--- src/rtl/usb_tx_line_encoder.sv ---
// Full-speed USB transmit line encoder: bit stuffing, NRZI, EOP generation.
// Optional SYNC generation is enabled by defining USB_TX_SYNC_GEN_EN.
module usb_tx_line_encoder #(
    parameter int CLKS_PER_BIT = 8,
    parameter int STUFF_LIMIT  = 6
) (
    input  logic clk,
    input  logic rst,
    input  logic tx_start,
    input  logic tx_bit,
    input  logic tx_last,
    input  logic bit_valid,
    output logic bit_req,
    output logic d_plus,
    output logic d_minus,
    output logic tx_busy,
    output logic eop_done,
    output logic tx_underrun
);

    typedef enum logic [2:0] {
        IDLE,
        DATA,
        STUFF,
        EOP_SE0,
        EOP_J
    } state_t;

    localparam int TW = $clog2(2 * CLKS_PER_BIT);
    localparam int OW = $clog2(STUFF_LIMIT + 1);

    localparam logic [TW-1:0] T_BIT_END = TW'(CLKS_PER_BIT - 1);
    localparam logic [TW-1:0] T_SE0_END = TW'(2 * CLKS_PER_BIT - 1);
    localparam logic [TW-1:0] T_J_END   = TW'(CLKS_PER_BIT);
    localparam logic [OW-1:0] ONES_MAX  = OW'(STUFF_LIMIT);

    state_t          state_q, state_d;
    logic [TW-1:0]   timer_q, timer_d;
    logic [OW-1:0]   ones_q, ones_d;
    logic            level_q, level_d;
    logic            last_q, last_d;
    logic            dp_q, dp_d;
    logic            dm_q, dm_d;
    logic            take;
    logic            data_bit;
    logic            sample;

`ifdef USB_TX_SYNC_GEN_EN
    logic [3:0]      sync_q, sync_d;
`endif

    assign sample  = (timer_q == '0);
    assign d_plus  = dp_q;
    assign d_minus = dm_q;
    assign tx_busy = (state_q != IDLE);

    // Line-state register; the line is updated at the end of each
    // sample cycle so a symbol holds for a full bit period after it.
    always_ff @(posedge clk or posedge rst) begin
        if (rst) begin
            state_q <= IDLE;
            timer_q <= '0;
            ones_q  <= '0;
            level_q <= 1'b1;
            last_q  <= 1'b0;
            dp_q    <= 1'b1;
            dm_q    <= 1'b0;
`ifdef USB_TX_SYNC_GEN_EN
            sync_q  <= '0;
`endif
        end else begin
            state_q <= state_d;
            timer_q <= timer_d;
            ones_q  <= ones_d;
            level_q <= level_d;
            last_q  <= last_d;
            dp_q    <= dp_d;
            dm_q    <= dm_d;
`ifdef USB_TX_SYNC_GEN_EN
            sync_q  <= sync_d;
`endif
        end
    end

    // Next-state, bit timing, stuffing and NRZI level selection.
    always_comb begin
        state_d     = state_q;
        timer_d     = timer_q + TW'(1);
        ones_d      = ones_q;
        level_d     = level_q;
        last_d      = last_q;
        dp_d        = dp_q;
        dm_d        = dm_q;
        bit_req     = 1'b0;
        eop_done    = 1'b0;
        tx_underrun = 1'b0;
        take        = 1'b0;
        data_bit    = 1'b0;
`ifdef USB_TX_SYNC_GEN_EN
        sync_d      = sync_q;
`endif
        case (state_q)
            IDLE: begin
                timer_d = '0;
                level_d = 1'b1;
                dp_d    = 1'b1;
                dm_d    = 1'b0;
                if (tx_start) begin
                    state_d = DATA;
                    ones_d  = '0;
                    last_d  = 1'b0;
`ifdef USB_TX_SYNC_GEN_EN
                    sync_d  = '0;
`endif
                end
            end
            DATA: begin
                if (sample) begin
`ifdef USB_TX_SYNC_GEN_EN
                    if (sync_q != 4'd8) begin
                        take     = 1'b1;
                        data_bit = (sync_q == 4'd7);
                        sync_d   = sync_q + 4'd1;
                    end else
`endif
                    if (bit_valid) begin
                        take     = 1'b1;
                        data_bit = tx_bit;
                        bit_req  = 1'b1;
                        last_d   = tx_last;
                    end else begin
                        // Underrun aborts the packet; the SE0 period
                        // starts now, so this cycle counts as its first.
                        tx_underrun = 1'b1;
                        state_d     = EOP_SE0;
                        timer_d     = TW'(1);
                        ones_d      = '0;
                        dp_d        = 1'b0;
                        dm_d        = 1'b0;
                    end
                    if (take) begin
                        level_d = data_bit ? level_q : ~level_q;
                        dp_d    = level_d;
                        dm_d    = ~level_d;
                        ones_d  = data_bit ? ones_q + OW'(1) : '0;
                    end
                end else if (timer_q == T_BIT_END) begin
                    timer_d = '0;
                    if (ones_q == ONES_MAX) begin
                        state_d = STUFF;
                    end else if (last_q) begin
                        state_d = EOP_SE0;
                    end
                end
            end
            STUFF: begin
                if (sample) begin
                    level_d = ~level_q;
                    dp_d    = ~level_q;
                    dm_d    = level_q;
                    ones_d  = '0;
                end else if (timer_q == T_BIT_END) begin
                    timer_d = '0;
                    state_d = last_q ? EOP_SE0 : DATA;
                end
            end
            EOP_SE0: begin
                if (sample) begin
                    dp_d = 1'b0;
                    dm_d = 1'b0;
                end else if (timer_q == T_SE0_END) begin
                    timer_d = '0;
                    state_d = EOP_J;
                end
            end
            EOP_J: begin
                if (sample) begin
                    level_d = 1'b1;
                    dp_d    = 1'b1;
                    dm_d    = 1'b0;
                end else if (timer_q == T_J_END) begin
                    // J has now been on the line for a full bit period.
                    eop_done = 1'b1;
                    timer_d  = '0;
                    state_d  = IDLE;
                end
            end
            default: begin
                state_d = IDLE;
                timer_d = '0;
            end
        endcase
    end

endmodule

--- config.mk ---
export PLATFORM = sky130hd
export DESIGN_NAME = usb_tx_line_encoder
export DESIGN_NICKNAME = d
export VERILOG_FILES = /design/src/rtl/usb_tx_line_encoder.sv
export SDC_FILE = /design/constraint.sdc
export NUM_CORES = 1
export LEC_CHECK = 0
export ABC_CLOCK_PERIOD_IN_PS = 3400
export BUFFER_PORTS_ARGS = -buffer_cell sky130_fd_sc_hd__clkbuf_2
export CORE_MARGIN = 1
export CORE_UTILIZATION = 32
export CTS_CLUSTER_DIAMETER = 40
export DETAILED_ROUTE_END_ITERATION = 6
export HOLD_SLACK_MARGIN = 0.06
export SLEW_MARGIN = 20
export SYNTH_ARGS = -nofsm -noshare
export SYNTH_HDL_FRONTEND = slang
export SYNTH_SLANG_ARGS = --single-unit
--- constraint.sdc ---
create_clock -name clk -period 3.4 [get_ports clk]
set_input_delay 0.68 -clock clk [delete_from_list [all_inputs] [get_ports clk]]
set_output_delay 0.68 -clock clk [all_outputs]
set_load 0.01 [all_outputs]
==> impl_metrics.sql, run 1 <==
INSERT INTO impl_metrics (metric_group, metric, value, unit) VALUES
('detailed_routing', 'detail_route.vias_per_cell', '5.59', ''),
('timing', 'min_setup_slack_post_route', '0.444', 'ns'),
('timing', 'setup_viol', '0', ''),
('placement', 'place_congestion', '0.823', ''),
('synth', 'synth_seq_area_share', '0.358', ''),
('layout', 'flow.area_growth_from_synthesis', '10.3', '%'),
('cts', 'post_cts.resized_instances', '0', ''),
('global_route', 'vias_in_the_first_global_route', '865', ''),
('global_route', 'grt.overflow.total', '0', ''),
('layout', 'final.fill_count', '291', ''),
('synth', 'post_synth_instance_area', '986', 'um2'),
('cts', 'clockRootBuffer', 'sky130_fd_sc_hd__clkbuf_4', ''),
('cts', 'insertion_delay', '0.29', 'ns'),
('timing', 'final.setup.tns', '0', 'ns'),
('worst_setup_path', 'worst-setup-path-type', 'reg2out', ''),
('floorplanning', 'floorplan.initialDensity', '0.349', ''),
('detailed_routing', 'detail_route.drc_violations', '1', ''),
('floorplanning', 'dieWidth', '57.5', 'um'),
('job', 'drv_cap', '0', ''),
('pwr', 'leakagePower', '0.472', 'nW'),
('worst_setup_path', 'worst_path_required_time', '2.72', 'ns'),
('detailed_routing', 'routed_wirelength', '2170', 'um'),
('synth', 'syn_avg_cell_area', '8.50', 'um2'),
('layout', 'multi_input_area', '574', 'um2'),
('cts', 'tritoncts_buffer_count', '3', ''),
('detailed_routing', 'drt-pass1-iter-count', '6', ''),
('synth', 'yosys.area.top_type', 'sky130_fd_sc_hd__dfrtp_1', ''),
('pwr', 'power.density', '809', 'mW/mm2'),
('worst_setup_path', 'rr_startpoint', 'timer_q[0]$_DFF_PP0_', ''),
('placement', 'place.port_buffers', '11', ''),
('layout', 'drive_above_1_share', '0.160', ''),
('timing', 'hold_viol_final', '0', ''),
('timing', 'period_share', '0.869', ''),
('timing', 'relSlewSlack', '0.587', ''),
('layout', 'layout.area.seq', '353', 'um2'),
('cts', 'cts_tree', 'built', ''),
('timing', 'clock-skew-final', '0.00833', 'ns'),
('floorplanning', 'chipHeight', '57.5', 'um'),
('pwr', 'irDropWorstVdd', '241', 'uV'),
('synth', 'synthesis.instances', '116', ''),
('synth', 'top_cells_by_area_in_the_synthesized_netlist', 'sky130_fd_sc_hd__dfrtp_1, sky130_fd_sc_hd__a21oi_1, sky130_fd_sc_hd__o21ai_0', ''),
('cts', 'numClockSinks', '14', ''),
('cts', 'path_clk_slew', '0.10', 'ns'),
('cts', 'cts_buffer_depth', '2', ''),
('cts', 'postCtsHoldBufs', '0', ''),
('floorplanning', 'fp.dieArea', '0.00331', 'mm2'),
('cts', 'cts_setup_buffers', '0', ''),
('timing', 'fmax', '338', 'MHz'),
('detailed_routing', 'drt-initial-drc-count', '30', ''),
('floorplanning', 'core', '0.00283', 'mm2'),
('floorplanning', 'row_count', '19', ''),
('placement', 'dp_hpwl', '1570', 'um'),
('placement', 'place_worst_setup_slack', '0.817', 'ns'),
('synth', 'yosys.cell_types.count', '42', ''),
('timing', 'timing_worst_slew_pin_value', '0.619', 'ns'),
('synth', 'ys.flop_type', 'sky130_fd_sc_hd__dfrtp_1', ''),
('worst_setup_path', 'end_kind', 'primary output', ''),
('layout', 'final_cell_count_no_fill', '156', ''),
('global_route', 'grt_first_pass_wirelength', '3770', 'um'),
('global_route', 'antenna_found_initial', '0', ''),
('synth', 'syn_nets', '126', ''),
('layout', 'nNetsFinal', '136', ''),
('worst_setup_path', 'setup.worst_path.start', 'state_q[0]$_DFFE_PP0P_', ''),
('worst_setup_path', 'cp-start-kind', 'register', ''),
('global_route', 'maximum_number_of_pins_on_one_net_before_global_route_repair', '23', ''),
('synth', 'synth-async-reset-ratio', '1.00', ''),
('timing', 'post-route-min-period', '2.96', 'ns'),
('detailed_routing', 'via_count', '872', ''),
('synth', 'synth.ff_latch_count', '14', ''),
('global_route', 'grtUsageTotal', '0.151', ''),
('detailed_routing', 'wl_per_cell', '13.9', 'um'),
('worst_setup_path', 'critical_path_peak_fanout', '19', ''),
('timing', 'drv_slew', '0', ''),
('timing', 'rsz0062_at_grt', 'no', ''),
('synth', 'post-synth-top-area-fraction', '0.305', ''),
('floorplanning', 'boundaryPins', '12', ''),
('placement', 'placedCellCount', '152', ''),
('hold_path', 'worst_hold_path_type', 'in2async', ''),
('status', 'violations', 'DRC', ''),
('worst_setup_path', 'crit_arrival', '2.28', 'ns'),
('layout', 'insertedDiodeCount', '0', ''),
('status', 'run_status', 'finished, violations left', ''),
('detailed_routing', 'ant_nets', '0', ''),
('synth', 'ys_warn_count', '0', ''),
('synth', 'synth_enable_flop_cells', '0', ''),
('cts', 'htree_num_levels', '1', '');
## power by group
| group | internal (W) | switching [W] |
|---|---|---|
| Clock | 0.0000652 | 0.0000598 |
| Sequential | 0.000230 | 0.000106 |
| Combinational | 0.000196 | 0.000222 |
| Total | 0.000491 | 0.000388 |
## Yosys cell counts, drive strengths merged, types with 3 or more instances
| cell | n |
|---|---|
| a21oi | 11 |
| buf | 3 |
| clkbuf | 4 |
| dfrtp | 12 |
| ha | 4 |
| inv | 6 |
| nand2 | 6 |
| nand3 | 5 |
| nand3b | 3 |
| nor2 | 7 |
| nor2b | 5 |
| nor3 | 3 |
| o21ai | 11 |
| xor2 | 3 |
## cell type report
type                            count  share of cell area
Tap cell                           31              0.0357
Timing Repair Buffer               12              0.0575
Multi-Input combinational cell     89               0.528
Clock buffer                        4              0.0334
Sequential cell                    14               0.325
Inverter                            6              0.0207
## critical path, stage by stage, from the launching register on
cell	delay, ns
sky130_fd_sc_hd__dfrtp_1	0.72
sky130_fd_sc_hd__nor2b_1	0.30
sky130_fd_sc_hd__nor2b_1	0.37
sky130_fd_sc_hd__and2_1	0.24
sky130_fd_sc_hd__nor2b_1	0.20
sky130_fd_sc_hd__clkbuf_2	0.16
## routing by layer
metal / track usage / routed length [um] / up-vias
li1: - / - / 435
met1: 0.178 / 975 / 413
met2: 0.252 / 1080 / 18
met3: 0.0295 / 58 / 6
met4: 0.0906 / 51 / 0
met5: 0 / 0 / -
## layout by cell type (no fill, tap or decap), drive strengths merged, types with 2 or more instances in the layout
cell type and instances:
ha 4, nand3 5, xor2 3, o21ai 11, nand2b 2, nor3b 2
nor3 3, inv 6, nor2 7, a21oi 11, nand2 6, o31ai 2
nand3b 3, clkbuf 15, xnor2 2, nand4 2, dfstp 2, dfrtp 12
nor2b 5
## per-stage QoR
stage	total power [W]	util	area (um2)	hold slack [ns]
finish	0.000879	0.384	1090	0.393
global route	0.000959	0.384	1090	0.434
CTS	0.000883	0.384	1090	0.424
detailed placement	0.000753	0.372	1050	0.456
global placement	0.000742	0.372	1050	0.449
floorplan	0.000666	-	986	0.467
## logic make-up (layout without fill, tap and decap cells)
| logic type | after synthesis | in the layout | share of synthesized area |
|---|---|---|---|
| compound gates | 37 | 37 | 0.236 |
| xor+xnor | 5 | 5 | 0.0444 |
| fa+ha+maj | 4 | 4 | 0.0508 |
| buf+inv | 13 | 22 | 0.0596 |
| flops | 14 | 14 | 0.358 |
| mux | 2 | 2 | 0.0216 |
| simple gates | 41 | 41 | 0.230 |
## registers in the layout, summed over array words and instances (netlist names)
name,cells
last_q,1
d_plus,1
ones_q,3
d_minus,1
level_q,1
state_q,3
timer_q,4
## worst paths after layout
| path | endpoint | slack (ns) | depth (start not counted) |
|---|---|---|---|
| worst max-delay path | tx_underrun | 0.44 | 5 |
| worst min register to register | d_plus$_DFFE_PP1P_ | 0.47 | 2 |
| worst min-delay path | ones_q[0]$_DFFE_PP0P_ | 0.39 | 2 |
| worst max register to register | state_q[1]$_DFFE_PP0P_ | 1.27 | 6 |
| min in group clk | d_plus$_DFFE_PP1P_ | 0.47 | 2 |
| max in group asynchronous | state_q[0]$_DFFE_PP0P_ | 2.64 | 2 |
Note: power is estimated with default switching activity, not from simulation.
==> run 2, diff against run 1 <==
- CAP_MARGIN: not set -> 20
- CTS_BUF_LIST: not set -> sky130_fd_sc_hd__clkbuf_4
==> impl_metrics.sql, run 2 (synthesis gave the netlist of run 1 again) <==
INSERT INTO impl_metrics (metric_group, metric, value, unit) VALUES
('layout', 'flip_flop_count_of_the_largest_register_all_copies_and_words_added', '4', ''),
('floorplanning', 'core', '0.00283', 'mm2'),
('cts', 'cts_setup_buffers', '0', ''),
('floorplanning', 'boundaryPins', '12', ''),
('timing', 'period_share', '0.865', ''),
('placement', 'area_after_dpl', '0.00105', 'mm2'),
('cts', 'insertion_delay', '0.29', 'ns'),
('layout', 'biggestRegsByFlops', 'timer_q (4), ones_q (3), state_q (3)', ''),
('detailed_routing', 'wl_per_cell', '13.8', 'um'),
('status', 'run_status', 'finished, violations left', ''),
('timing', 'post-route-min-period', '2.94', 'ns'),
('pwr', 'p_comb_frac', '0.488', ''),
('global_route', 'grtUsageTotal', '0.150', ''),
('global_route', 'grt_most_used_layer', 'met2', ''),
('floorplanning', 'dieWidth', '57.5', 'um'),
('cts', 'postCtsHoldBufs', '0', ''),
('layout', 'registers.top_by_ff_count', 'timer_q', ''),
('cts', 'clockRootBuffer', 'sky130_fd_sc_hd__clkbuf_4', ''),
('cts', 'htree_num_levels', '1', ''),
('worst_setup_path', 'worst_path_required_time', '2.72', 'ns'),
('detailed_routing', 'drt-pass1-iter-count', '6', ''),
('detailed_routing', 'via_count', '880', ''),
('hold_path', 'worst_hold_path_type', 'in2async', ''),
('floorplanning', 'floorplan.initialDensity', '0.349', ''),
('layout', 'nNetsFinal', '136', ''),
('worst_setup_path', 'worst_r2r_endpoint', 'state_q[1]$_DFFE_PP0P_', ''),
('cts', 'numClockSinks', '14', ''),
('pwr', 'total_switching_power', '0.000386', 'W'),
('placement', 'place.port_buffers', '11', ''),
('status', 'violations', 'DRC', ''),
('pwr', 'power.sequential.fraction', '0.391', ''),
('worst_setup_path', 'cp.buffers_inverters', '1', ''),
('cts', 'cts_buffer_depth', '2', ''),
('job', 'drv_cap', '0', ''),
('timing', 'hold_viol_final', '0', ''),
('pwr', 'irDropWorstVdd', '218', 'uV'),
('cts', 'path_clk_slew', '0.10', 'ns'),
('global_route', 'grt_first_pass_wirelength', '3760', 'um'),
('worst_setup_path', 'critical_path_peak_fanout', '19', ''),
('worst_setup_path', 'worst_path_dominant_cell_family', 'simple AND/OR/NAND/NOR gates', ''),
('detailed_routing', 'drt-initial-drc-count', '15', ''),
('cts', 'tritoncts_buffer_count', '3', ''),
('global_route', 'antenna_found_initial', '0', ''),
('worst_setup_path', 'slowest_cell_delay_on_critical_path', '0.72', 'ns'),
('worst_setup_path', 'rr_startpoint', 'timer_q[0]$_DFF_PP0_', ''),
('detailed_routing', 'detail_route.vias_per_cell', '5.64', ''),
('timing', 'clock-skew-final', '0.0103', 'ns'),
('worst_setup_path', 'end_kind', 'primary output', ''),
('floorplanning', 'row_count', '19', ''),
('worst_setup_path', 'cp_max_stage_cell', 'sky130_fd_sc_hd__dfrtp_1', ''),
('floorplanning', 'fp.dieArea', '0.00331', 'mm2'),
('detailed_routing', 'ant_nets', '0', ''),
('detailed_routing', 'detail_route.drc_violations', '1', ''),
('timing', 'final.setup.tns', '0', 'ns'),
('layout', 'drive_above_1_share', '0.152', ''),
('global_route', 'grt.met3_usage', '0.0295', ''),
('global_route', 'gr-usage-met1', '0.177', ''),
('cts', 'cts_tree', 'built', ''),
('timing', 'fmax', '340', 'MHz'),
('layout', 'final_cell_area', '0.00108', 'mm2'),
('worst_setup_path', 'r2r_cells', '6', ''),
('worst_setup_path', 'worst-setup-path-type', 'reg2out', ''),
('worst_setup_path', 'cp-start-kind', 'register', ''),
('global_route', 'grt.overflow.total', '0', ''),
('global_route', 'grt_use_met2', '0.251', ''),
('cts', 'post_cts.resized_instances', '0', ''),
('timing', 'rsz0062_at_grt', 'no', ''),
('placement', 'place_congestion', '0.823', ''),
('worst_setup_path', 'critPathMostFrequentCell', 'sky130_fd_sc_hd__nor2b_1', ''),
('floorplanning', 'chipHeight', '57.5', 'um'),
('worst_setup_path', 'crit_arrival', '2.26', 'ns'),
('pwr', 'intPower', '0.000469', 'W'),
('pwr', 'leakagePower', '0.466', 'nW'),
('layout', 'flow.area_growth_from_synthesis', '9.26', '%'),
('timing', 'setup_viol', '0', ''),
('global_route', 'vias_in_the_first_global_route', '861', ''),
('timing', 'drv_slew', '0', ''),
('layout', 'layout_commonest_cell', 'sky130_fd_sc_hd__dfrtp_1', ''),
('pwr', 'power.clock.fraction', '0.120', ''),
('worst_setup_path', 'worstSetupPathDepth', '5', ''),
('global_route', 'maximum_number_of_pins_on_one_net_before_global_route_repair', '23', ''),
('layout', 'final_cell_mix', 'sky130_fd_sc_hd__dfrtp_1, sky130_fd_sc_hd__o21ai_0, sky130_fd_sc_hd__a21oi_1, sky130_fd_sc_hd__clkbuf_2, sky130_fd_sc_hd__nor2_1', ''),
('worst_setup_path', 'setup.reg_to_reg.worst_slack', '1.26', 'ns'),
('placement', 'dp_hpwl', '1570', 'um'),
('pwr', 'switching_share', '0.452', ''),
('detailed_routing', 'routed_wirelength', '2150', 'um'),
('pwr', 'power.density', '794', 'mW/mm2'),
('layout', 'insertedDiodeCount', '0', ''),
('timing', 'relSlewSlack', '0.595', ''),
('timing', 'timing_worst_slew_pin_value', '0.608', 'ns'),
('worst_setup_path', 'cp_cell_sequence', 'nor2b_1, nor2b_1, and2_1, nor2b_1, clkbuf_2', '');
==> run 2: layout make-up <==
| type | instances | area [um2] |
|---|---|---|
| inverters | 6 | 22.5 |
| multi-input cells | 89 | 574 |
| well taps | 31 | 38.8 |
| flip-flops and latches | 14 | 353 |
| fillers | 293 | 1750 |
| clock buffers | 3 | 22.5 |
| clock inverters | 1 | 3.75 |
| repair buffers | 12 | 62.6 |
==> run 2: metrics by stage <==
step / utilization / total power [W] / cells / setup WS, ns / hold WS (ns)
after detailed placement: 0.372 / 0.000753 / 152 / 0.817 / 0.456
final: 0.381 / 0.000855 / 156 / 0.460 / 0.389
after global routing: 0.381 / 0.000935 / 156 / 0.269 / 0.434
after global placement: 0.372 / 0.000742 / 152 / 0.910 / 0.449
after CTS: 0.381 / 0.000858 / 156 / 0.469 / 0.424
after floorplan: - / 0.000666 / 116 / 1.24 / 0.467
==> run 2: layer usage <==
metal	up-vias	routed length, um	part of all wire
li1	436	-	-
met1	420	959	0.45
met2	17	1080	0.50
met3	7	51	0.024
met4	0	65	0.030
met5	-	0	0
==> run 2: power groups by stage <==
stage | logic, W | registers [W] | clock network, W
final | 0.000418 | 0.000335 | 0.000103
after global routing | 0.000471 | 0.000350 | 0.000113
after CTS | 0.000420 | 0.000332 | 0.000105
after detailed placement | 0.000419 | 0.000334 | 0
after global placement | 0.000410 | 0.000332 | 0
after floorplan | 0.000390 | 0.000276 | 0
==> run 2: worst max path at each step <==
stage / end / start / slack, ns
2_1_floorplan: tx_underrun / timer_q[0]$_DFF_PP0_ / 1.24
4_1_cts: tx_underrun / state_q[0]$_DFFE_PP0P_ / 0.47
3_5_place_dp: tx_underrun / state_q[0]$_DFFE_PP0P_ / 0.82
3_3_place_gp: tx_underrun / state_q[0]$_DFFE_PP0P_ / 0.91
5_1_grt: tx_underrun / state_q[0]$_DFFE_PP0P_ / 0.27
6_report: tx_underrun / state_q[0]$_DFFE_PP0P_ / 0.46
==> run 3, diff against run 2 <==
==> constraint.sdc (replaced) <==
create_clock -name clk -period 3.4 [get_ports clk]
set_input_delay 0.34 -clock clk [delete_from_list [all_inputs] [get_ports clk]]
set_output_delay 0.34 -clock clk [all_outputs]
set_load 0.01 [all_outputs]
==> impl_metrics.sql, run 3 (synthesis gave the netlist of run 1 again) <==
INSERT INTO impl_metrics (metric_group, metric, value, unit) VALUES
('floorplanning', 'core', '0.00283', 'mm2'),
('pwr', 'irDropWorstVdd', '207', 'uV'),
('timing', 'post-route-min-period', '2.64', 'ns'),
('job', 'drv_cap', '0', ''),
('cts', 'cts_tree', 'built', ''),
('cts', 'cts_setup_buffers', '0', ''),
('timing', 'timing_worst_slew_pin_value', '0.782', 'ns'),
('global_route', 'grtUsageTotal', '0.156', ''),
('timing', 'rsz0062_at_grt', 'no', ''),
('worst_setup_path', 'crit_arrival', '2.29', 'ns'),
('pwr', 'power.density', '799', 'mW/mm2'),
('detailed_routing', 'ant_nets', '0', ''),
('layout', 'flow.area_growth_from_synthesis', '8.50', '%'),
('floorplanning', 'floorplan.initialDensity', '0.349', ''),
('cts', 'post_cts.resized_instances', '0', ''),
('placement', 'dp_hpwl', '1570', 'um'),
('timing', 'hold_viol_final', '0', ''),
('cts', 'clockRootBuffer', 'sky130_fd_sc_hd__clkbuf_4', ''),
('cts', 'insertion_delay', '0.29', 'ns'),
('layout', 'multi_input_area', '574', 'um2'),
('hold_path', 'worst_hold_path_type', 'in2async', ''),
('layout', 'drive_above_1_share', '0.145', ''),
('timing', 'setup_viol', '0', ''),
('worst_setup_path', 'end_kind', 'primary output', ''),
('cts', 'numClockSinks', '14', ''),
('timing', 'fmax', '380', 'MHz'),
('floorplanning', 'fp.dieArea', '0.00331', 'mm2'),
('global_route', 'grt_first_pass_wirelength', '3890', 'um'),
('timing', 'clock-skew-final', '0.00568', 'ns'),
('worst_setup_path', 'critical_path_peak_fanout', '19', ''),
('layout', 'layout_commonest_cell', 'sky130_fd_sc_hd__dfrtp_1', ''),
('floorplanning', 'dieWidth', '57.5', 'um'),
('detailed_routing', 'via_count', '877', ''),
('global_route', 'vias_in_the_first_global_route', '866', ''),
('layout', 'registers.top_by_ff_count', 'timer_q', ''),
('detailed_routing', 'm1WireLength', '1000', 'um'),
('timing', 'period_share', '0.775', ''),
('placement', 'place.port_buffers', '11', ''),
('placement', 'place_congestion', '0.777', ''),
('cts', 'tritoncts_buffer_count', '3', ''),
('placement', 'placedCellCount', '151', ''),
('floorplanning', 'chipHeight', '57.5', 'um'),
('detailed_routing', 'wl_per_cell', '14.2', 'um'),
('layout', 'final.fill_count', '287', ''),
('layout', 'nNetsFinal', '135', ''),
('global_route', 'antenna_found_initial', '0', ''),
('timing', 'relSlewSlack', '0.478', ''),
('cts', 'cts_buffer_depth', '2', ''),
('layout', 'biggestRegsByFlops', 'timer_q (4), ones_q (3), state_q (3)', ''),
('worst_setup_path', 'worst_path_required_time', '3.06', 'ns'),
('timing', 'drv_slew', '0', ''),
('cts', 'postCtsHoldBufs', '0', ''),
('detailed_routing', 'routed_wirelength', '2200', 'um'),
('worst_setup_path', 'cp-start-kind', 'register', ''),
('cts', 'htree_num_levels', '1', ''),
('detailed_routing', 'detail_route.drc_violations', '1', ''),
('layout', 'final_cell_mix', 'sky130_fd_sc_hd__dfrtp_1, sky130_fd_sc_hd__o21ai_0, sky130_fd_sc_hd__a21oi_1, sky130_fd_sc_hd__clkbuf_2, sky130_fd_sc_hd__nor2_1', ''),
('floorplanning', 'boundaryPins', '12', ''),
('detailed_routing', 'highest_metal_layer_with_signal_wires', 'met4', ''),
('pwr', 'leakagePower', '0.461', 'nW'),
('layout', 'flip_flop_count_of_the_largest_register_all_copies_and_words_added', '4', ''),
('global_route', 'grt.overflow.total', '0', ''),
('cts', 'path_clk_slew', '0.10', 'ns'),
('timing', 'final.setup.tns', '0', 'ns'),
('layout', 'insertedDiodeCount', '0', ''),
('detailed_routing', 'routed-wl-met2', '1080', 'um'),
('detailed_routing', 'met3WireLength', '67', 'um'),
('floorplanning', 'row_count', '19', ''),
('layout', 'layout.area.seq', '353', 'um2'),
('worst_setup_path', 'worst-setup-path-type', 'reg2out', ''),
('detailed_routing', 'detail_route.vias_per_cell', '5.66', ''),
('status', 'run_status', 'finished, violations left', ''),
('detailed_routing', 'drt-pass1-iter-count', '6', ''),
('detailed_routing', 'drt-initial-drc-count', '22', ''),
('layout', 'final_cell_count_no_fill', '155', ''),
('global_route', 'maximum_number_of_pins_on_one_net_before_global_route_repair', '23', ''),
('status', 'violations', 'DRC', '');
run 3: cell count changes in the layout (fill, tap and decap cells not counted), sizes merged:
cell and delta:
buf -1
run 3: power breakdown:
part           internal (W)  switching (W)  leakage [nW]
Clock             0.0000427      0.0000633        0.0154
Combinational      0.000189       0.000225         0.269
Sequential         0.000230       0.000106         0.176
Total              0.000462       0.000394         0.461
run 3: final cells by class:
cell class                      count  area share
Clock buffer                        3      0.0211
Clock inverter                      1     0.00351
Inverter                            6      0.0211
Multi-Input combinational cell     89       0.537
Sequential cell                    14       0.330
Tap cell                           31      0.0363
Timing Repair Buffer               11      0.0515
run 3: worst paths after layout:
check	start	end	slack (ns)	cells past startpoint
worst min register to register	d_plus$_DFFE_PP1P_	d_plus$_DFFE_PP1P_	0.48	2
max in group asynchronous	rst	level_q$_DFFE_PP1P_	2.97	2
worst max register to register	timer_q[0]$_DFF_PP0_	timer_q[1]$_DFF_PP0_	1.18	7
worst max-delay path	state_q[0]$_DFFE_PP0P_	tx_underrun	0.77	5
min in group clk	tx_last	last_q$_DFFE_PP0P_	0.31	3
worst min-delay path	rst	state_q[2]$_DFFE_PP0P_	0.05	2
run 3: critical path, cell delays in order, from the launching register on:
cell	delay [ns]
sky130_fd_sc_hd__dfrtp_1	0.72
sky130_fd_sc_hd__nor2b_1	0.30
sky130_fd_sc_hd__nor2b_1	0.40
sky130_fd_sc_hd__and2_1	0.24
sky130_fd_sc_hd__nor2b_1	0.19
sky130_fd_sc_hd__clkbuf_2	0.16
run 3: layer usage:
metal  global-route usage  up-vias
met5                    0        -
met4               0.0836        0
met3               0.0272        5
met2                0.271       23
met1                0.183      414
li1                     -      435
run 3: stage by stage:
stage | power, W | area [um2] | util | hold slack, ns | setup slack (ns)
final | 0.000855 | 1070 | 0.378 | 0.0547 | 0.765
after global routing | 0.000941 | 1070 | 0.378 | 0.0928 | 0.605
after CTS | 0.000848 | 1070 | 0.378 | 0.0911 | 0.802
after detailed placement | 0.000743 | 1040 | 0.369 | 0.408 | 1.13
after global placement | 0.000730 | 1040 | 0.369 | 0.395 | 1.23
after floorplan | 0.000666 | 986 | - | 0.228 | 1.51
